`config.mk`:
```
export PLATFORM = sky130hd
export DESIGN_NAME = multicycle_controlunit_flat
export DESIGN_NICKNAME = d
export VERILOG_FILES = /design/src/rtl/multicycle_controlunit_if.sv /design/src/rtl/multicycle_controlunit.sv /design/src/flat_wrapper.sv
export SDC_FILE = /design/constraint.sdc
export NUM_CORES = 1
export LEC_CHECK = 0
export CORE_ASPECT_RATIO = 1.2
export CORE_MARGIN = 2
export CORE_UTILIZATION = 44
export CTS_CLUSTER_DIAMETER = 120
export DETAILED_ROUTE_END_ITERATION = 16
export GPL_TIMING_DRIVEN = 0
export HOLD_SLACK_MARGIN = 0.12
export PLACE_DENSITY = 0.86
export RECOVER_POWER = 25
export REMOVE_ABC_BUFFERS = 1
export SLEW_MARGIN = 40
export SYNTH_ARGS = -nofsm -noshare
export SYNTH_HDL_FRONTEND = slang
export SYNTH_SLANG_ARGS = --single-unit
```
`constraint.sdc`:
```
create_clock -name clk -period 2 [get_ports clk]
set_clock_uncertainty 0.15 [all_clocks]
set_input_delay 0.4 -clock clk [delete_from_list [all_inputs] [get_ports clk]]
set_output_delay 0.4 -clock clk [all_outputs]
set_load 0.03 [all_outputs]
```
`src/rtl/multicycle_controlunit_if.sv`:
```
// Control bundle between the multi-cycle control unit (master) and the shared datapath (slave).
interface multicycle_controlunit_if;
  logic [6:0] opcode;
  logic       mem_ready;
  logic       br_taken;
  logic       pc_write;
  logic       ir_write;
  logic       mem_req;
  logic       mem_we;
  logic       iord;
  logic       reg_write;
  logic [1:0] alu_src_a;
  logic [1:0] alu_src_b;
  logic [1:0] alu_op;
  logic [1:0] result_src;

  modport master (
    input  opcode, mem_ready, br_taken,
    output pc_write, ir_write, mem_req, mem_we, iord, reg_write,
           alu_src_a, alu_src_b, alu_op, result_src
  );

  modport slave (
    output opcode, mem_ready, br_taken,
    input  pc_write, ir_write, mem_req, mem_we, iord, reg_write,
           alu_src_a, alu_src_b, alu_op, result_src
  );
endinterface

```
`src/rtl/multicycle_controlunit.sv`:
```
// Multi-cycle RV32I control unit with memory timeout, sticky fault and retire counter.
// Define ILLEGAL_TRAP_EN to fault on unknown opcodes instead of skipping them as NOPs.
module multicycle_controlunit #(
  parameter int unsigned MEM_TIMEOUT = 15,
  parameter int unsigned RETIRE_W    = 32
) (
  input  logic                     clk,
  input  logic                     rst_n,
  multicycle_controlunit_if.master bus,
  output logic                     busy,
  output logic                     fault,
  output logic [RETIRE_W-1:0]      retired
);
  localparam int unsigned      CNT_W    = $clog2(MEM_TIMEOUT + 1);
  localparam logic [CNT_W-1:0] CNT_LAST = CNT_W'(MEM_TIMEOUT - 1);

  localparam logic [6:0] OP_R     = 7'b0110011;
  localparam logic [6:0] OP_I     = 7'b0010011;
  localparam logic [6:0] OP_LOAD  = 7'b0000011;
  localparam logic [6:0] OP_STORE = 7'b0100011;
  localparam logic [6:0] OP_BR    = 7'b1100011;
  localparam logic [6:0] OP_JAL   = 7'b1101111;
  localparam logic [6:0] OP_JALR  = 7'b1100111;
  localparam logic [6:0] OP_LUI   = 7'b0110111;
  localparam logic [6:0] OP_AUIPC = 7'b0010111;

  typedef enum logic [3:0] {
    S_RESET, S_FETCH, S_DECODE, S_EXEC_R, S_EXEC_I, S_LUI, S_AUIPC, S_ADDR,
    S_MEM_RD, S_MEM_WR, S_WB_ALU, S_WB_MEM, S_BRANCH, S_JAL, S_JALR, S_FAULT
  } state_t;

  state_t                state_q, state_d;
  logic [CNT_W-1:0]      cnt_q, cnt_d;
  logic                  fault_q;
  logic [RETIRE_W-1:0]   retired_q;
  logic                  retire_c;

  // State register, wait counter, sticky fault and retire count
  always_ff @(posedge clk) begin
    if (!rst_n) begin
      state_q   <= S_RESET;
      cnt_q     <= '0;
      fault_q   <= 1'b0;
      retired_q <= '0;
    end else begin
      state_q <= state_d;
      cnt_q   <= cnt_d;
      if (state_d == S_FAULT) fault_q <= 1'b1;
      if (retire_c) retired_q <= retired_q + RETIRE_W'(1);
    end
  end

  // Next-state and Moore decode; memory states also watch mem_ready
  always_comb begin
    state_d        = state_q;
    cnt_d          = '0;
    retire_c       = 1'b0;
    bus.pc_write   = 1'b0;
    bus.ir_write   = 1'b0;
    bus.mem_req    = 1'b0;
    bus.mem_we     = 1'b0;
    bus.iord       = 1'b0;
    bus.reg_write  = 1'b0;
    bus.alu_src_a  = 2'b00;
    bus.alu_src_b  = 2'b00;
    bus.alu_op     = 2'b00;
    bus.result_src = 2'b00;
    busy           = (state_q != S_FETCH);

    unique case (state_q)
      S_RESET: state_d = S_FETCH;
      S_FETCH: begin
        bus.mem_req   = 1'b1;
        bus.alu_src_a = 2'b01;
        bus.alu_src_b = 2'b10;
        if (bus.mem_ready) begin
          bus.ir_write = 1'b1;
          bus.pc_write = 1'b1;
          state_d      = S_DECODE;
        end else if (cnt_q == CNT_LAST) state_d = S_FAULT;
        else cnt_d = cnt_q + CNT_W'(1);
      end
      S_DECODE: begin
        case (bus.opcode)
          OP_R:              state_d = S_EXEC_R;
          OP_I:              state_d = S_EXEC_I;
          OP_LOAD, OP_STORE: state_d = S_ADDR;
          OP_BR:             state_d = S_BRANCH;
          OP_JAL:            state_d = S_JAL;
          OP_JALR:           state_d = S_JALR;
          OP_LUI:            state_d = S_LUI;
          OP_AUIPC:          state_d = S_AUIPC;
`ifdef ILLEGAL_TRAP_EN
          default:           state_d = S_FAULT;
`else
          default:           state_d = S_FETCH;
`endif
        endcase
      end
      S_EXEC_R: begin
        bus.alu_op = 2'b10;
        state_d    = S_WB_ALU;
      end
      S_EXEC_I: begin
        bus.alu_src_b = 2'b01;
        bus.alu_op    = 2'b11;
        state_d       = S_WB_ALU;
      end
      S_LUI: begin
        bus.alu_src_a = 2'b10;
        bus.alu_src_b = 2'b01;
        state_d       = S_WB_ALU;
      end
      S_AUIPC: begin
        bus.alu_src_a = 2'b01;
        bus.alu_src_b = 2'b01;
        state_d       = S_WB_ALU;
      end
      S_ADDR: begin
        bus.alu_src_b = 2'b01;
        state_d       = (bus.opcode == OP_LOAD) ? S_MEM_RD : S_MEM_WR;
      end
      S_MEM_RD: begin
        bus.mem_req = 1'b1;
        bus.iord    = 1'b1;
        if (bus.mem_ready) state_d = S_WB_MEM;
        else if (cnt_q == CNT_LAST) state_d = S_FAULT;
        else cnt_d = cnt_q + CNT_W'(1);
      end
      S_MEM_WR: begin
        bus.mem_req = 1'b1;
        bus.mem_we  = 1'b1;
        bus.iord    = 1'b1;
        if (bus.mem_ready) begin
          state_d  = S_FETCH;
          retire_c = 1'b1;
        end else if (cnt_q == CNT_LAST) state_d = S_FAULT;
        else cnt_d = cnt_q + CNT_W'(1);
      end
      S_WB_ALU: begin
        bus.reg_write = 1'b1;
        state_d       = S_FETCH;
        retire_c      = 1'b1;
      end
      S_WB_MEM: begin
        bus.reg_write  = 1'b1;
        bus.result_src = 2'b01;
        state_d        = S_FETCH;
        retire_c       = 1'b1;
      end
      S_BRANCH: begin
        bus.alu_op   = 2'b01;
        bus.pc_write = bus.br_taken;
        state_d      = S_FETCH;
        retire_c     = 1'b1;
      end
      S_JAL, S_JALR: begin
        bus.reg_write  = 1'b1;
        bus.result_src = 2'b10;
        bus.pc_write   = 1'b1;
        bus.alu_src_a  = (state_q == S_JAL) ? 2'b01 : 2'b00;
        bus.alu_src_b  = 2'b01;
        state_d        = S_FETCH;
        retire_c       = 1'b1;
      end
      S_FAULT: state_d = S_FAULT;
    endcase
  end

  assign fault   = fault_q;
  assign retired = retired_q;
endmodule

```
`src/flat_wrapper.sv`:
```
// flat-port wrapper written by rule: the top's interface ports become plain ports
module multicycle_controlunit_flat 
#(
  parameter int unsigned MEM_TIMEOUT = 15,
  parameter int unsigned RETIRE_W    = 32
)
  (clk, rst_n, busy, fault, retired, bus_opcode, bus_mem_ready, bus_br_taken, bus_pc_write, bus_ir_write, bus_mem_req, bus_mem_we, bus_iord, bus_reg_write, bus_alu_src_a, bus_alu_src_b, bus_alu_op, bus_result_src);
  multicycle_controlunit_if bus_i ();
  input  logic clk;
  input  logic rst_n;
  output logic busy;
  output logic fault;
  output logic [RETIRE_W-1:0] retired;
  input wire logic [$bits(bus_i.opcode)-1:0] bus_opcode;
  input wire logic [$bits(bus_i.mem_ready)-1:0] bus_mem_ready;
  input wire logic [$bits(bus_i.br_taken)-1:0] bus_br_taken;
  output wire logic [$bits(bus_i.pc_write)-1:0] bus_pc_write;
  output wire logic [$bits(bus_i.ir_write)-1:0] bus_ir_write;
  output wire logic [$bits(bus_i.mem_req)-1:0] bus_mem_req;
  output wire logic [$bits(bus_i.mem_we)-1:0] bus_mem_we;
  output wire logic [$bits(bus_i.iord)-1:0] bus_iord;
  output wire logic [$bits(bus_i.reg_write)-1:0] bus_reg_write;
  output wire logic [$bits(bus_i.alu_src_a)-1:0] bus_alu_src_a;
  output wire logic [$bits(bus_i.alu_src_b)-1:0] bus_alu_src_b;
  output wire logic [$bits(bus_i.alu_op)-1:0] bus_alu_op;
  output wire logic [$bits(bus_i.result_src)-1:0] bus_result_src;
  assign bus_i.opcode = bus_opcode;
  assign bus_i.mem_ready = bus_mem_ready;
  assign bus_i.br_taken = bus_br_taken;
  assign bus_pc_write = bus_i.pc_write;
  assign bus_ir_write = bus_i.ir_write;
  assign bus_mem_req = bus_i.mem_req;
  assign bus_mem_we = bus_i.mem_we;
  assign bus_iord = bus_i.iord;
  assign bus_reg_write = bus_i.reg_write;
  assign bus_alu_src_a = bus_i.alu_src_a;
  assign bus_alu_src_b = bus_i.alu_src_b;
  assign bus_alu_op = bus_i.alu_op;
  assign bus_result_src = bus_i.result_src;
  multicycle_controlunit #(.MEM_TIMEOUT(MEM_TIMEOUT), .RETIRE_W(RETIRE_W)) u_core (.clk(clk), .rst_n(rst_n), .bus(bus_i), .busy(busy), .fault(fault), .retired(retired));
endmodule
```
### Yosys cells after proc, flatten, opt, wreduce, memory -nomap -nowiden

Cells that the tools add are included.

* bits in registers: 41
* input bits: 11
* output and inout port bits: 48
* logic and storage cells: 67

* bitwise gates (word level): 2
* reduce and logical (&&, ||, !) cells: 12
* muxes and demuxes: 20
* add/sub/neg operators: 2
* eq/ne operators: 27

Operators with widths (number)
* $pmux W4 S8: 2
* $eq A4 B4 Y1 const B: 10
* $add A32 B1 Y32 const B: 1
* $eq A7 B6 Y1 const B: 3
* $eq A7 B7 Y1 const B: 3
* $eq A4 B3 Y1 const B: 4
* $mux W4: 4
* $eq A7 B5 Y1 const B: 2
* $pmux W2 S3: 2
* $reduce_or A4 Y1: 3
* $reduce_or A6 Y1: 2
* $eq A4 B2 Y1 const B: 2
* $mux W1: 8
* $pmux W2 S2: 2
* $reduce_or A2 Y1: 4
* $eq A7 B2 Y1 const B: 1
* $reduce_or A5 Y1: 1
* $add A4 B1 Y4 const B: 1
* $eq A4 B1 Y1 const B: 1
* $logic_not A4 Y1: 1
* $ne A4 B1 Y1 const B: 1
* $pmux W1 S3: 1
* $reduce_or A3 Y1: 1
* $not A1 Y1: 2
* $pmux W1 S2: 1

### Depth between registers and ports, before layout

Gate-level depths: netlist of run 1.

* depth in word-level cells: 5
* depth in mapped cells: 7
* gate-level depth less buffers: 7

### Least setup slack after synthesis of run 1

Ideal clock, no wire load.

* path type: reg-to-output
* start point: register u_core.state_q[2]
* end point: output port bus_alu_op[1]
* required time: 1450 ps
* buffers on the path: 1
* arrival: 1804 ps
* cell stages (with the launch flop): 5
* path slack: -354 ps
* path through: dfxtp_1 > clkbuf_1 > inv_1 > nor3_1 > o21ba_2

* cells in the longest elaborated chain, start to end: 2
* elaborated cells on any way between the ends: 4
* those cells by class: eq/ne (3); mux (1)

RTL lines
* start, declared: line multicycle_controlunit.sv:32 `state_t state_q, state_d;`
* start signal, assigned: line multicycle_controlunit.sv:46 `state_q <= state_d;`
* $eq A4 B4 Y1, or another cell as far along: line multicycle_controlunit.sv:70 `unique case (state_q)`
* $pmux W2 S3 (*): line multicycle_controlunit.sv:70
* end, declared: line flat_wrapper.sv:25 `output wire logic [$bits(bus_i.alu_op)-1:0] bus_alu_op;`

Every way passes the cells marked *; elsewhere a longest branch is shown, timed or not.

### Worst setup path after layout of run 1

* start point: register u_core.retired_q[4], in the netlist u_core.retired[4]
* end point: register u_core.retired_q[31], in the netlist u_core.retired[31]

* cells in the longest elaborated chain, start to end: 1

RTL lines
* start, declared: line multicycle_controlunit.sv:35 `logic [RETIRE_W-1:0] retired_q;`
* start signal, assigned: line multicycle_controlunit.sv:49 `if (retire_c) retired_q <= retired_q + RETIRE_W'(1);`
* $add A32 B1 Y32: line multicycle_controlunit.sv:49

No other way between the ends.
A chain may end at the register's enable or synchronous reset.

==> run summary, run 1 <==
Status: finished, violations left
Failing checks: setup timing
Power share of the combinational group: 0.120
Sequential share of power: 0.483
Lkg Pwr: 1.35 nW
Worst EP required: 2.08 ns
Port Buffers: 58
Antenna Nets Post-Route: 0
CTS root buf: clkbuf_8
Hold EP: u_core.retired[31]$_SDFFE_PN0P_
Cts bufs inserted: 5
CP max FO: 6
Yosys warning count: 0
Worst-path cell chain: nand4_1 -> nor4_4 -> buf_4 -> nand4_4 -> or4_1 -> a21oi_1
Slew Limit Headroom: 0.695
Most frequent cells in the layout: 43 x nor2_1, 31 x clkdlybuf4s50_1, 24 x dfxtp_1, 23 x nand2_1, 20 x xor2_1
Avg Vias per Cell: 5.60
Fin crit period: 2.01 ns
Rows: 28
Chip height: 81.6 µm
Global Route Usage Sum: 0.213
Clock Path Buffers: 2
Most used DFF post-synth: dfxtp_1
Grt total ovfl: 0
Min Hold Slack: 0.326 ns
CP max stage cell: or4_1
Cell count of the worst reg-to-reg path: 6
Number of flops mapped to enable cells by yosys: 0
Final Max Tran Viols: 0
Finish-stage setup viols: 2
Core area: 0.00487 mm²
Post-synthesis register bit count: 41
Largest net degree at the start of global routing: 37
Syn avg cell area: 7.97 µm²
CTS tree: done
HP Class: flip-flop to flip-flop
R2R Setup Slk: -0.01 ns
Critical path endpoint category: flip-flop
Measured slew at the worst slew-check pin: 0.458 ns
Cell-internal power: 1.30 mW
Fin crit share: 1.01
Crit start category: flip-flop
Nets: 367
Num ports: 59
Power per cell area: 536 mW/mm²
Clk Latency, worst-skew pair: 0.30 ns
R2R Path Start: u_core.retired[4]$_SDFFE_PN0P_
Synth unique cells: 46
Layout cell share with drive strength beyond 1: 0.232
Final worst setup slack: -0.0130 ns
WL per Instance: 14.4 µm
Die Area: 0.00560 mm²
Clk pwr share: 0.397
# fillers: 386
Sw Ratio: 0.246
Peak VDD IR: 321 µV
Area grow syn2layout: 46.4%
Hold Path Cell Cnt: 2
WP data arrival: 2.09 ns
Mapped Area: 0.00221 mm²
Final hold vios: 0
Clk slew on worst S/H paths: 0.08 ns
Total routed wirelength: 5960 µm
Unrepaired setup endpoints after global routing: yes
Global-route wire length before repair: 9120 µm
Synth async-reset ratio: 0
Diode count: 0
Post-place instance area: 0.00282 mm²
Setup WS pre-CTS: -1.05 ns
NetSw: 0.426 mW
Finished Cell Area: 0.00323 mm²
Commonest non-fill, non-tap cell in the layout: nor2_1
Final TNS setup: -0.0189 ns
HP Start: u_core.retired[31]$_SDFFE_PN0P_
Initial antenna violation count: 0
Fin cells: 414
Clock sinks: 41
H-tree Lvls: 2
Die width: 68.7 µm
Sequential area share after synthesis: 0.372
Critical path type: flip-flop to flip-flop
Vias in the first global route: 2,103
# placed instances: 385
DRC Markers: 0
GP Congestion: 0.886
Max Cap Viol: 0
Hpwl dp: 3660 µm
DRT Pass-1 Iters: 4
Max Fclk: 497 MHz
Initial Utilization: 0.453
DR iter-0 viols: 125
Via count: 2,318
Cells after Synth: 277
CP max stage delay: 0.43 ns
RR Endpoint: u_core.retired[31]$_SDFFE_PN0P_
cells in the mapped netlist (all sizes together), types with 2 or more instances:
master	number	area [µm²]
nor2	43	161
dfxtp	41	821
nand2	23	86.3
nand3	20	100
xor2	20	175
a21oi	17	85.1
o21ai	14	70.1
nand4	13	87.6
inv	9	33.8
or3	9	56.3
clkbuf	8	30.0
and2	5	31.3
and3	5	31.3
xnor2	5	43.8
nand2b	4	25.0
nor4	4	55.1
and3b	3	26.3
buf	3	21.3
ha	3	37.5
a211oi	2	20.0
and4	2	17.5
nand4b	2	17.5
nor2b	2	12.5
nor4b	2	17.5
per-layer routing:
layer,up-vias,part of all wire,track usage
met5,-,0,0
met4,0,0.019,0.104
met3,12,0.048,0.0315
met2,76,0.52,0.382
met1,1102,0.41,0.239
li1,1128,-,-
repair_timing:
| action | CTS | global route |
|---|---|---|
| endpoints found under the hold margin | 0 | 0 |
| pin swaps | 6 | 9 |
| buffers inserted | 11 | 9 |
| cloned | 1 | 0 |
| hold buffers | 0 | 0 |
| resized for setup | 79 | 43 |
| endpoints found under the setup margin | 49 | 41 |
power groups by stage:
stage / logic (mW) / registers, mW / clock network [mW]
global placement: 0.189 / 0.861 / 0
global route: 0.223 / 0.839 / 0.728
CTS: 0.187 / 0.841 / 0.697
finish: 0.208 / 0.836 / 0.686
detailed placement: 0.191 / 0.861 / 0
floorplan: 0.113 / 0.856 / 0
flip-flops by register name, indices dropped and copies added (netlist names):
signal          flops
u_core.cnt_q        4
u_core.fault        1
u_core.retired     32
u_core.state_q      4
critical path, delay by kind of cell (launching register included):
kind                   cells  cell delay, ns
flip-flops                 1            0.37
buffers and inverters      1            0.17
AND/OR/NAND/NOR            4            1.12
AO/OA/AOI/OAI              1            0.14
logic make-up (layout without fill, tap and decap cells):
kind of cell | Yosys count | count (layout) | synth area share
AO/OA/AOI/OAI | 47 | 47 | 0.134
XOR/XNOR | 25 | 25 | 0.0992
adder cells (fa/ha/maj) | 3 | 3 | 0.0170
buffers and inverters | 21 | 97 | 0.0402
flip-flops | 41 | 41 | 0.372
AND/OR/NAND/NOR | 140 | 141 | 0.338
worst max path at each step:
stage	from	end	slack, ns	cells after the start
after floorplan	u_core.retired[0]$_SDFFE_PN0P_	u_core.retired[28]$_SDFFE_PN0P_	-0.81	6
after global placement	bus_mem_ready	u_core.retired[28]$_SDFFE_PN0P_	-2.01	6
after detailed placement	bus_mem_ready	u_core.retired[28]$_SDFFE_PN0P_	-1.05	7
after CTS	u_core.state_q[3]$_SDFF_PN0_	bus_alu_src_a[0]	-0.03	4
after global routing	u_core.retired[4]$_SDFFE_PN0P_	u_core.retired[31]$_SDFFE_PN0P_	-0.10	6
final	u_core.retired[4]$_SDFFE_PN0P_	u_core.retired[31]$_SDFFE_PN0P_	-0.01	6
per-stage QoR:
stage	total power, mW	util
finish	1.73	0.663
global route	1.79	0.663
CTS	1.73	0.636
detailed placement	1.05	0.580
global placement	1.05	0.577
floorplan	0.969	-
area by class of cell:
cell class	instances	area, µm²	area share
well taps	60	75.1	0.0232
multi-input cells	216	1430	0.442
clock inverters	1	30.0	0.00930
inverters	10	42.5	0.0132
clock buffers	7	86.3	0.0267
repair buffers	79	706	0.218
flip-flops and latches	41	865	0.268
Note: power is estimated with default switching activity, not from simulation.
==> run 2: changes to the inputs <==
--- a/config.mk
+++ b/config.mk
@@ -7,12 +7,13 @@
 export LEC_CHECK = 0
 export CORE_ASPECT_RATIO = 1.2
 export CORE_MARGIN = 2
-export CORE_UTILIZATION = 44
-export CTS_CLUSTER_DIAMETER = 120
+export CORE_UTILIZATION = 45
+export CTS_BUF_LIST = sky130_fd_sc_hd__clkbuf_8
 export DETAILED_ROUTE_END_ITERATION = 16
+export GPL_ROUTABILITY_DRIVEN = 0
 export GPL_TIMING_DRIVEN = 0
 export HOLD_SLACK_MARGIN = 0.12
-export PLACE_DENSITY = 0.86
+export PLACE_DENSITY = 0.87
 export RECOVER_POWER = 25
 export REMOVE_ABC_BUFFERS = 1
 export SLEW_MARGIN = 40
==> run 2 against run 1 <==
The flow still finishes with violations (setup timing). Worst setup slack better by 0.00064 ns. Clock power is 21% lower. Combinational power is 2% lower. Sequential power hardly changed. Utilization is 2.0 points higher. Cell count is 1.7% lower. Global-route usage is 0.28 points higher. Count of clock-buffer cells in the layout is 1 lower. Power is 8.6% lower. Routed wire length is 5.9% higher. Non-clock buffer count is 3 lower. Sequential share of layout area is 0.38 points higher.
==> run summary, run 2 (same netlist as run 1, synthesis figures left out) <==
Initial antenna violation count: 0 (unchanged)
Fin cells: 407 (-1.7%)
Port Buffers: 58 (unchanged)
Via count: 2,388 (+3.0%)
Clock Path Buffers: 2 (unchanged)
Slew Limit Headroom: 0.726 (+0.0313)
Largest net degree at the start of global routing: 37 (unchanged)
Max reg flops: 32 (unchanged)
Most frequent cells in the layout: 43 x nor2_1, 36 x clkdlybuf4s50_1, 24 x dfxtp_1, 22 x nand2_1, 20 x xor2_1
Final TNS setup: -0.0268 ns (-0.00790 ns)
Num ports: 59 (unchanged)
Nets: 363 (-1.1%)
Critical Path End: u_core.retired[23]$_SDFFE_PN0P_
Crit start category: flip-flop
Clk slew on worst S/H paths: 0.07 ns (about the same)
Global Route Usage Sum: 0.215 (+0.00279)
Peak VDD IR: 371 µV (+16%)
Finish-stage setup viols: 4 (+2)
Global-route wire length before repair: 9070 µm (-0.53%)
Core area: 0.00466 mm² (-4.3%)
Critical path endpoint category: flip-flop
Final worst setup slack: -0.0124 ns (+0.000641 ns)
Cell-internal power: 1.17 mW (-11%)
Total routed wirelength: 6320 µm (+5.9%)
Cts bufs inserted: 5 (unchanged)
CP max stage cell: dfxtp_2
Status: finished, violations left
Grt total ovfl: 0 (unchanged)
Max Cap Viol: 0 (unchanged)
Layout cell share with drive strength beyond 1: 0.232 (+0.000453)
R2R Setup Slk: -0.01 ns (about the same)
Cell count of the worst reg-to-reg path: 7 (+1)
Vias in the first global route: 2,159 (+2.7%)
WP data arrival: 2.10 ns (about the same)
Worst EP required: 2.08 ns (about the same)
Fin crit share: 1.01 (about the same)
Setup crit start: u_core.retired[7]$_SDFFE_PN0P_
Rows: 27 (-3.6%)
HP Class: flip-flop to flip-flop
Sw Ratio: 0.262 (+0.0160)
Final Max Tran Viols: 0 (unchanged)
DRC Markers: 0 (unchanged)
WL per Instance: 15.5 µm (+7.7%)
R2R Path Start: u_core.retired[7]$_SDFFE_PN0P_
Core Util, Final: 0.683 (+0.0199)
Clk Latency, worst-skew pair: 0.30 ns (about the same)
# placed instances: 383 (-0.52%)
CTS root buf: clkbuf_8
Critical path type: flip-flop to flip-flop
CP max stage delay: 0.36 ns (-0.07 ns)
Sequential share of power: 0.528 (+0.045)
Diode count: 0 (unchanged)
NetSw: 0.415 mW (-2.6%)
CP max FO: 5 (-1)
Power per cell area: 497 mW/mm² (-7.3%)
Clk pwr share: 0.343 (-0.054)
CTS tree: done
H-tree Lvls: 2 (unchanged)
Worst-path cell chain: nand4_1 -> nor4_4 -> buf_4 -> nand4_4 -> buf_6 -> or3_1 -> a21oi_2
Fin crit period: 2.01 ns (-0.000641 ns)
Chip height: 80.7 µm (-1.1%)
# fillers: 361 (-6.5%)
Commonest non-fill, non-tap cell in the layout: nor2_1
DR iter-0 viols: 178 (+42%)
Antenna Nets Post-Route: 0 (unchanged)
Max Fclk: 497 MHz (about the same)
Failing checks: setup timing
Measured slew at the worst slew-check pin: 0.411 ns (-0.0469 ns)
Final hold vios: 0 (unchanged)
Area grow syn2layout: 44.3%
Lkg Pwr: 1.27 nW (-5.3%)
Die width: 67.9 µm (-1.1%)
Unrepaired setup endpoints after global routing: yes
CTS hold repair buffers: 0 (unchanged)
Die Area: 0.00548 mm² (-2.1%)
DRT Pass-1 Iters: 4 (unchanged)
RR Endpoint: u_core.retired[23]$_SDFFE_PN0P_
Avg Vias per Cell: 5.87 (+4.8%)
Hpwl dp: 3720 µm (+1.7%)
Clock sinks: 41 (unchanged)
Power share of the combinational group: 0.129 (+0.009)
Initial Utilization: 0.473 (+0.0202)
run 2: cell count changes in the layout (fill, tap and decap cells not counted), sizes merged:
cell,before,now
buf,23,25
clkbuf,15,10
clkdlybuf4s18,1,0
clkdlybuf4s50,31,36
clkinv,1,0
dlygate4sd2,4,3
dlymetal6s2s,8,4
inv,9,10
nand4,14,13
run 2: layout make-up:
class	count	area [µm²]	share of cell area
sequential	41	865	0.271
tap	58	72.6	0.0228
clock buffer	6	82.6	0.0259
multi-input combinational	215	1410	0.444
inverter	10	63.8	0.0200
timing repair buffer	76	684	0.215
clock inverter	1	3.75	0.00118
run 2: what timing repair did:
item	4_1_cts	5_1_grt
setup endpoints to repair	50	38
buffers inserted	9	9
resized for setup	77	51
endpoints found under the hold margin	0	0
pin swaps	7	12
run 2: worst min path at each step:
| stage | from | to | slack, ns | depth (start not counted) |
|---|---|---|---|---|
| 2_1_floorplan | u_core.cnt_q[0]$_SDFF_PP0_ | u_core.cnt_q[0]$_SDFF_PP0_ | 0.28 | 1 |
| 3_3_place_gp | u_core.cnt_q[0]$_SDFF_PP0_ | u_core.cnt_q[0]$_SDFF_PP0_ | 0.29 | 1 |
| 3_5_place_dp | u_core.fault$_SDFFE_PN0N_ | u_core.fault$_SDFFE_PN0N_ | 0.29 | 2 |
| 4_1_cts | u_core.fault$_SDFFE_PN0N_ | u_core.fault$_SDFFE_PN0N_ | 0.31 | 2 |
| 5_1_grt | u_core.cnt_q[0]$_SDFF_PP0_ | u_core.cnt_q[0]$_SDFF_PP0_ | 0.36 | 1 |
| 6_report | u_core.fault$_SDFFE_PN0N_ | u_core.fault$_SDFFE_PN0N_ | 0.31 | 2 |
run 2: per-stage QoR:
step / instance area (µm²) / setup WS (ns) / hold slack [ns] / power, mW
2_1_floorplan: 2160 / -0.806 / 0.280 / 0.969
3_3_place_gp: 2810 / -2.05 / 0.292 / 1.05
3_5_place_dp: 2820 / -1.11 / 0.292 / 1.05
4_1_cts: 3030 / -0.0107 / 0.313 / 1.58
5_1_grt: 3190 / -0.0947 / 0.363 / 1.64
6_report: 3190 / -0.0124 / 0.313 / 1.58
run 2: layer usage:
layer,wire (µm),global-route usage,up-vias
met5,0,0,-
met4,165,0.118,0
met3,275,0.0336,18
met2,3360,0.385,77
met1,2510,0.236,1166
li1,-,-,1127
run 2: power groups by stage:
stage	Sequential (mW)	Clock, mW	Combinational (mW)
final	0.836	0.543	0.204
after global routing	0.837	0.582	0.219
after global placement	0.861	0	0.190
after CTS	0.843	0.549	0.189
after detailed placement	0.861	0	0.192
after floorplan	0.856	0	0.113
run 2: critical path: cells and delay by family (launching register included):
family,cells,cell delay [ns]
AND/OR/NAND/NOR,4,0.98
flip-flops,1,0.36
buffers and inverters,2,0.33
AO/OA/AOI/OAI,1,0.12
